<file path="src/rtl/mem_arbiter.sv">
// mem_arbiter: shares one synchronous RAM port between picorv32 and the GPU pixel reader, forwarding
// CPU accesses at or above MEM_SIZE to an MMIO port; the GPU has priority, but CPU starvation is bounded.
module mem_arbiter #(
  parameter int MEM_SIZE     = 24576,
  parameter int STARVE_LIMIT = 4,
  localparam int AW = $clog2(MEM_SIZE/4),
  localparam int SW = $clog2(STARVE_LIMIT+1)
) (
  input  logic          clk,
  input  logic          reset,
  input  logic          cpu_valid,
  input  logic [31:0]   cpu_addr,
  input  logic [31:0]   cpu_wdata,
  input  logic [3:0]    cpu_wstrb,
  output logic          cpu_ready,
  output logic [31:0]   cpu_rdata,
  input  logic          gpu_MemRead,
  input  logic [31:0]   gpu_MemAddr,
  output logic [15:0]   gpu_MemData,
  output logic          gpu_MemValid,
  output logic          ram_en,
  output logic [AW-1:0] ram_addr,
  output logic [3:0]    ram_wstrb,
  output logic [31:0]   ram_wdata,
  input  logic [31:0]   ram_rdata,
  output logic          io_valid,
  output logic [31:0]   io_addr,
  output logic [31:0]   io_wdata,
  output logic [3:0]    io_wstrb,
  input  logic          io_ready,
  input  logic [31:0]   io_rdata
);
  typedef enum logic [2:0] {IDLE, GPU_ISSUE, GPU_WAIT, CPU_ISSUE, CPU_WAIT, CPU_IO, RESP} state_t;
  state_t state_q, state_d;
  logic pend_q, pend_d, gpu_q, gpu_d;
  logic [31:0] paddr_q, paddr_d, addr_q, addr_d, wdata_q, wdata_d, rdata_q, rdata_d;
  logic [3:0] wstrb_q, wstrb_d;
  logic [SW-1:0] streak_q, streak_d;
  logic gpu_req, cpu_elig, gpu_win, in_ram;
  logic [31:0] gpu_addr;
  assign gpu_req  = gpu_MemRead | pend_q;
  assign gpu_addr = gpu_MemRead ? gpu_MemAddr : paddr_q;
  assign cpu_elig = cpu_valid & ~cpu_ready;
  assign gpu_win  = gpu_req & ~(cpu_elig & (streak_q == SW'(STARVE_LIMIT)));
  assign in_ram   = addr_q < 32'(MEM_SIZE);
  always_comb begin
    state_d  = state_q;
    pend_d   = pend_q | gpu_MemRead;
    paddr_d  = gpu_MemRead ? gpu_MemAddr : paddr_q;
    gpu_d    = gpu_q;
    addr_d   = addr_q;
    wdata_d  = wdata_q;
    wstrb_d  = wstrb_q;
    rdata_d  = rdata_q;
    streak_d = streak_q;
    case (state_q)
      IDLE: begin
        if (gpu_win) begin
          state_d = GPU_ISSUE;
          gpu_d   = 1'b1;
          addr_d  = gpu_addr;
          pend_d  = 1'b0;
          if (cpu_elig && streak_q != SW'(STARVE_LIMIT)) streak_d = streak_q + 1'b1;
        end else if (cpu_elig) begin
          state_d  = (cpu_addr < 32'(MEM_SIZE)) ? CPU_ISSUE : CPU_IO;
          gpu_d    = 1'b0;
          addr_d   = cpu_addr;
          wdata_d  = cpu_wdata;
          wstrb_d  = cpu_wstrb;
          streak_d = '0;
        end
      end
      GPU_ISSUE: state_d = GPU_WAIT;
      GPU_WAIT: begin
        rdata_d = !in_ram ? 32'h0 : {16'h0, addr_q[1] ? ram_rdata[31:16] : ram_rdata[15:0]};
        state_d = RESP;
      end
      CPU_ISSUE: begin
        rdata_d = 32'h0;
        state_d = |wstrb_q ? RESP : CPU_WAIT;
      end
      CPU_WAIT: begin
        rdata_d = ram_rdata;
        state_d = RESP;
      end
      CPU_IO: if (io_ready) begin
        rdata_d = |wstrb_q ? 32'h0 : io_rdata;
        state_d = RESP;
      end
      default: state_d = IDLE;
    endcase
  end
  always_ff @(posedge clk) begin
    if (reset) begin
      state_q  <= IDLE;
      pend_q   <= 1'b0;
      paddr_q  <= '0;
      gpu_q    <= 1'b0;
      addr_q   <= '0;
      wdata_q  <= '0;
      wstrb_q  <= '0;
      rdata_q  <= '0;
      streak_q <= '0;
    end else begin
      state_q  <= state_d;
      pend_q   <= pend_d;
      paddr_q  <= paddr_d;
      gpu_q    <= gpu_d;
      addr_q   <= addr_d;
      wdata_q  <= wdata_d;
      wstrb_q  <= wstrb_d;
      rdata_q  <= rdata_d;
      streak_q <= streak_d;
    end
  end
  // Data outputs are gated so every output reads zero outside its own strobe.
  assign gpu_MemValid = state_q == RESP && gpu_q;
  assign cpu_ready    = state_q == RESP && !gpu_q;
  assign gpu_MemData  = gpu_MemValid ? rdata_q[15:0] : 16'h0;
  assign cpu_rdata    = cpu_ready ? rdata_q : 32'h0;
  assign ram_en       = (state_q == GPU_ISSUE && in_ram) || state_q == CPU_ISSUE;
  assign ram_addr     = ram_en ? addr_q[AW+1:2] : '0;
  assign ram_wstrb    = state_q == CPU_ISSUE ? wstrb_q : 4'h0;
  assign ram_wdata    = state_q == CPU_ISSUE ? wdata_q : 32'h0;
  assign io_valid     = state_q == CPU_IO;
  assign io_addr      = io_valid ? addr_q - 32'(MEM_SIZE) : 32'h0;
  assign io_wdata     = io_valid ? wdata_q : 32'h0;
  assign io_wstrb     = io_valid ? wstrb_q : 4'h0;
endmodule

</file>
<file path="config.mk">
export PLATFORM = sky130hd
export DESIGN_NAME = mem_arbiter
export DESIGN_NICKNAME = d
export VERILOG_FILES = /design/src/rtl/mem_arbiter.sv
export SDC_FILE = /design/constraint.sdc
export NUM_CORES = 1
export LEC_CHECK = 0
export CAP_MARGIN = 20
export CORE_MARGIN = 3
export CORE_UTILIZATION = 25
export DETAILED_ROUTE_END_ITERATION = 6
export GPL_TIMING_DRIVEN = 0
export PLACE_DENSITY = 0.54
export SLEW_MARGIN = 10
export SYNTH_ARGS = -nofsm -noshare
export SYNTH_HDL_FRONTEND = slang
export SYNTH_SLANG_ARGS = --single-unit
</file>
<file path="constraint.sdc">
create_clock -name clk -period 2.5 [get_ports clk]
set_input_delay 0.5 -clock clk [delete_from_list [all_inputs] [get_ports clk]]
set_output_delay 0.5 -clock clk [all_outputs]
set_load 0.01 [all_outputs]
</file>
==> flow_summary.toml <==
[sta]
worst_slack_ns = -0.602
period_minus_slack_ns = 3.10
finalSetupViolCount = 24
period_share_pct = 124
slew_viol_final = 0
slew_headroom_pct = 39.0
fin_skew_ns = 0.0123
hold_ws_ns = 0.454
hold_viol = 0
grt_setup_unrepaired = "true"
fmaxAchievable_ghz = 0.322
tightest_slew_ns = 0.914

[setup_path]
end_kind = "output pin"
slowest_delay_ns = 0.52
crit_path_max_fanout = 4
critPathSlowestCell = "or4_4"
start_kind = "register"
critical_path_class = "reg -> out"
crit_required_ns = 2.00
critPathBufInv = 2
crit_top_cell = "or4_4"
crit_family = "simple AND/OR/NAND/NOR gates"
crit_chain = "or4_4 > clkbuf_8 > or3_4 > or4_4 > a21oi_4 > buf_6"
cp_data_arrival_time_ns = 2.60

[logic_synthesis]
post-synth-top-area-cell = "dfxtp_1"
synth_nets = 1038
synth_top_area_share_pct = 38.5
synthTopCellsByCount = "148 x and2_1, 140 x dfxtp_1, 75 x nand2_1, 68 x nor2_1, 64 x mux2i_1"
syn_area_sq_um = 7290
synth-seq-cells = 140
ys_async_sr_fraction_pct = 0
ys.flop_type = "dfxtp_1"
synth_edf_count = 0
ys_seq_area_share_pct = 38.5
syn_avg_cell_area_sq_um = 8.41
synth_warnings = 0
synth_cell_type_count = 54
synth_cells = 866
yosysMostFrequentCell = "and2_1"
yosys-top-cells-area = "dfxtp_1 38%, and2_1 13%, mux2i_1 8.8%"

[grt]
grt_usage_pct = 18.7
grt_max_degree = 17
grt_overflow = 0
grt_antenna_before_repair = 1
grt_pass1_wl_um = 45600
grt_pass1_vias = 7682

[final_layout]
fin_util_pct = 43.5
multi_input_area_sq_um = 4300
area_delta_synth_final_pct = 68.8
design_area_sq_um = 12300
instances_no_fill = 1652
seq_area_sq_um = 2830
fin_nets = 1433
final_layout_size_suffix_gt1_share_pct = 17.9
nFillCells = 2882
num_antenna_cells = 0

[clock_network]
clock-sinks = 140
root_buffer = "clkbuf_16"
h-tree-depth = 4
clock_latency_ns = 0.43
cts_buffers = 17
cts_hold_buf = 0
cts_buffer_depth = 2
cts_tree = "built"
clkTransAtPathRegs_ns = 0.07

[detailed_routing]
drt_iter0_markers = 416
via_count = 7706
drc = 0
ant_nets = 0
drt_wl_total_um = 30300
viasPerCell = 4.66
drtPass1Iterations = 7
wire_per_inst_um = 18.3

[floorplan]
fp.dieH_um = 177
core_region_area_sq_um = 28200
initial_core_util_pct = 25.8
io-pin-count = 338
die_w_um = 177
fp.dieArea_sq_um = 31200
fp-row-count = 61

[status]
violations = "negative setup slack"
outcome = "complete, but fails checks"

[power]
p_leak_nw = 5.56
power.density_nw_per_um2 = 820
vdd_drop_max_mv = 0.453

[placed_design]
post_dp_cell_area_sq_um = 11200
gp_congestion = 0.807
io_buffer_count = 336
dp_hpwl_um = 22800
placed_cells = 1580

[min_path]
hold_path.class = "reg -> reg"

[run]
max_cap_violations = 0
## routing by layer
layer / GRT usage, % / up-vias / part of all wire (%)
met1: 23.7 / 3635 / 44
li1: - / 3798 / -
met5: 0 / - / 0.030
met3: 4.83 / 23 / 6.5
met2: 32.0 / 248 / 48
met4: 4.48 / 2 / 1.2
## placed cells by master (no fill, tap or decap), drive strengths merged, types with 3 or more instances in the layout
| master | synthesis | final |
|---|---|---|
| clkdlybuf4s50 | 0 | 168 |
| and2 | 148 | 148 |
| dfxtp | 140 | 140 |
| dlygate4sd2 | 0 | 97 |
| clkbuf | 55 | 86 |
| buf | 12 | 83 |
| nand2 | 75 | 75 |
| nor2 | 68 | 68 |
| mux2i | 64 | 64 |
| a21oi | 51 | 51 |
| inv | 36 | 42 |
| a22o | 32 | 32 |
| clkdlybuf4s15 | 0 | 22 |
| nand3 | 20 | 20 |
| o2bb2ai | 17 | 17 |
| a211oi | 17 | 17 |
| a22oi | 16 | 16 |
| a221oi | 16 | 16 |
| mux2 | 16 | 16 |
| or3 | 10 | 10 |
| or4 | 8 | 9 |
| o21ai | 9 | 9 |
| nor3 | 8 | 8 |
| dlymetal6s2s | 0 | 6 |
| xnor2 | 6 | 6 |
| nor4 | 6 | 6 |
| clkinvlp | 0 | 4 |
| nor2b | 3 | 3 |
| o31ai | 3 | 3 |
| ha | 3 | 3 |
## area by class of cell
| cell class | count | area share [%] |
|---|---|---|
| Sequential cell | 140 | 23.0 |
| Timing Repair Buffer | 378 | 28.8 |
| Buffer | 64 | 3.68 |
| Inverter | 36 | 1.14 |
| Multi-Input combinational cell | 624 | 35.0 |
| Tap cell | 378 | 3.85 |
| Clock inverter | 12 | 0.834 |
| Clock buffer | 20 | 3.71 |
## kinds of logic after synthesis
family,count (synthesis),share of synthesized area [%]
AOI/OAI and AO/OA,174,17.1
xor gates and xnor gates,8,0.962
adders and majority gates,3,0.515
buffers and inverters,103,5.56
DFF,140,38.5
muxes,80,11.3
and+or+nand+nor,358,26.1
## repair_timing
action / CTS / global route
setup buffers: 40 / 4
resized for setup: 389 / 79
cloned: 1 / 0
setup endpoints to repair: 222 / 137
pin swaps: 18 / 11
## where the power goes
group	leakage [nW]	total (W)	internal (W)	switching (W)
clock network	0.263	0.00246	0.00135	0.00111
registers	1.15	0.00301	0.00265	0.000364
logic	4.15	0.00461	0.00226	0.00235
total	5.56	0.0101	0.00626	0.00382
## through the flow
step / TNS [ns] / total power [W] / setup WS, ns
2_1_floorplan: -0.0842 / 0.00534 / -0.0421
3_3_place_gp: -96.60 / 0.00666 / -1.08
3_5_place_dp: -92.47 / 0.00668 / -1.10
4_1_cts: -11.64 / 0.0100 / -0.614
5_1_grt: -13.38 / 0.0107 / -0.666
6_report: -10.40 / 0.0101 / -0.602
## worst register-to-register path: cells and delay by family (launching register included)
| kind | cells | cell delay (ns) |
|---|---|---|
| AND/OR/NAND/NOR | 3 | 0.95 |
| buffers and inverters | 4 | 0.71 |
| flip-flops | 1 | 0.35 |
| AO/OA/AOI/OAI | 1 | 0.23 |
## final timing paths
check | start | cells after the start | slack [ns] | end
setup / recovery | addr_q[24]$_SDFFE_PP0P_ | 6 | -0.60 | io_addr[31]
hold / removal | rdata_q[30]$_SDFFE_PP0P_ | 1 | 0.45 | rdata_q[30]$_SDFFE_PP0P_
setup reg to reg | addr_q[24]$_SDFFE_PP0P_ | 8 | 0.19 | rdata_q[5]$_SDFFE_PP0P_
hold reg to reg | rdata_q[30]$_SDFFE_PP0P_ | 1 | 0.45 | rdata_q[30]$_SDFFE_PP0P_
## flip-flops by register name (all words and copies together), names as in the netlist
| register | cells |
|---|---|
| gpu_q | 1 |
| state_q | 3 |
| streak_q | 3 |
| pend_q | 1 |
| wdata_q | 32 |
| wstrb_q | 4 |
| paddr_q | 32 |
| addr_q | 32 |
| rdata_q | 32 |
(Power assumes the default switching activity.)
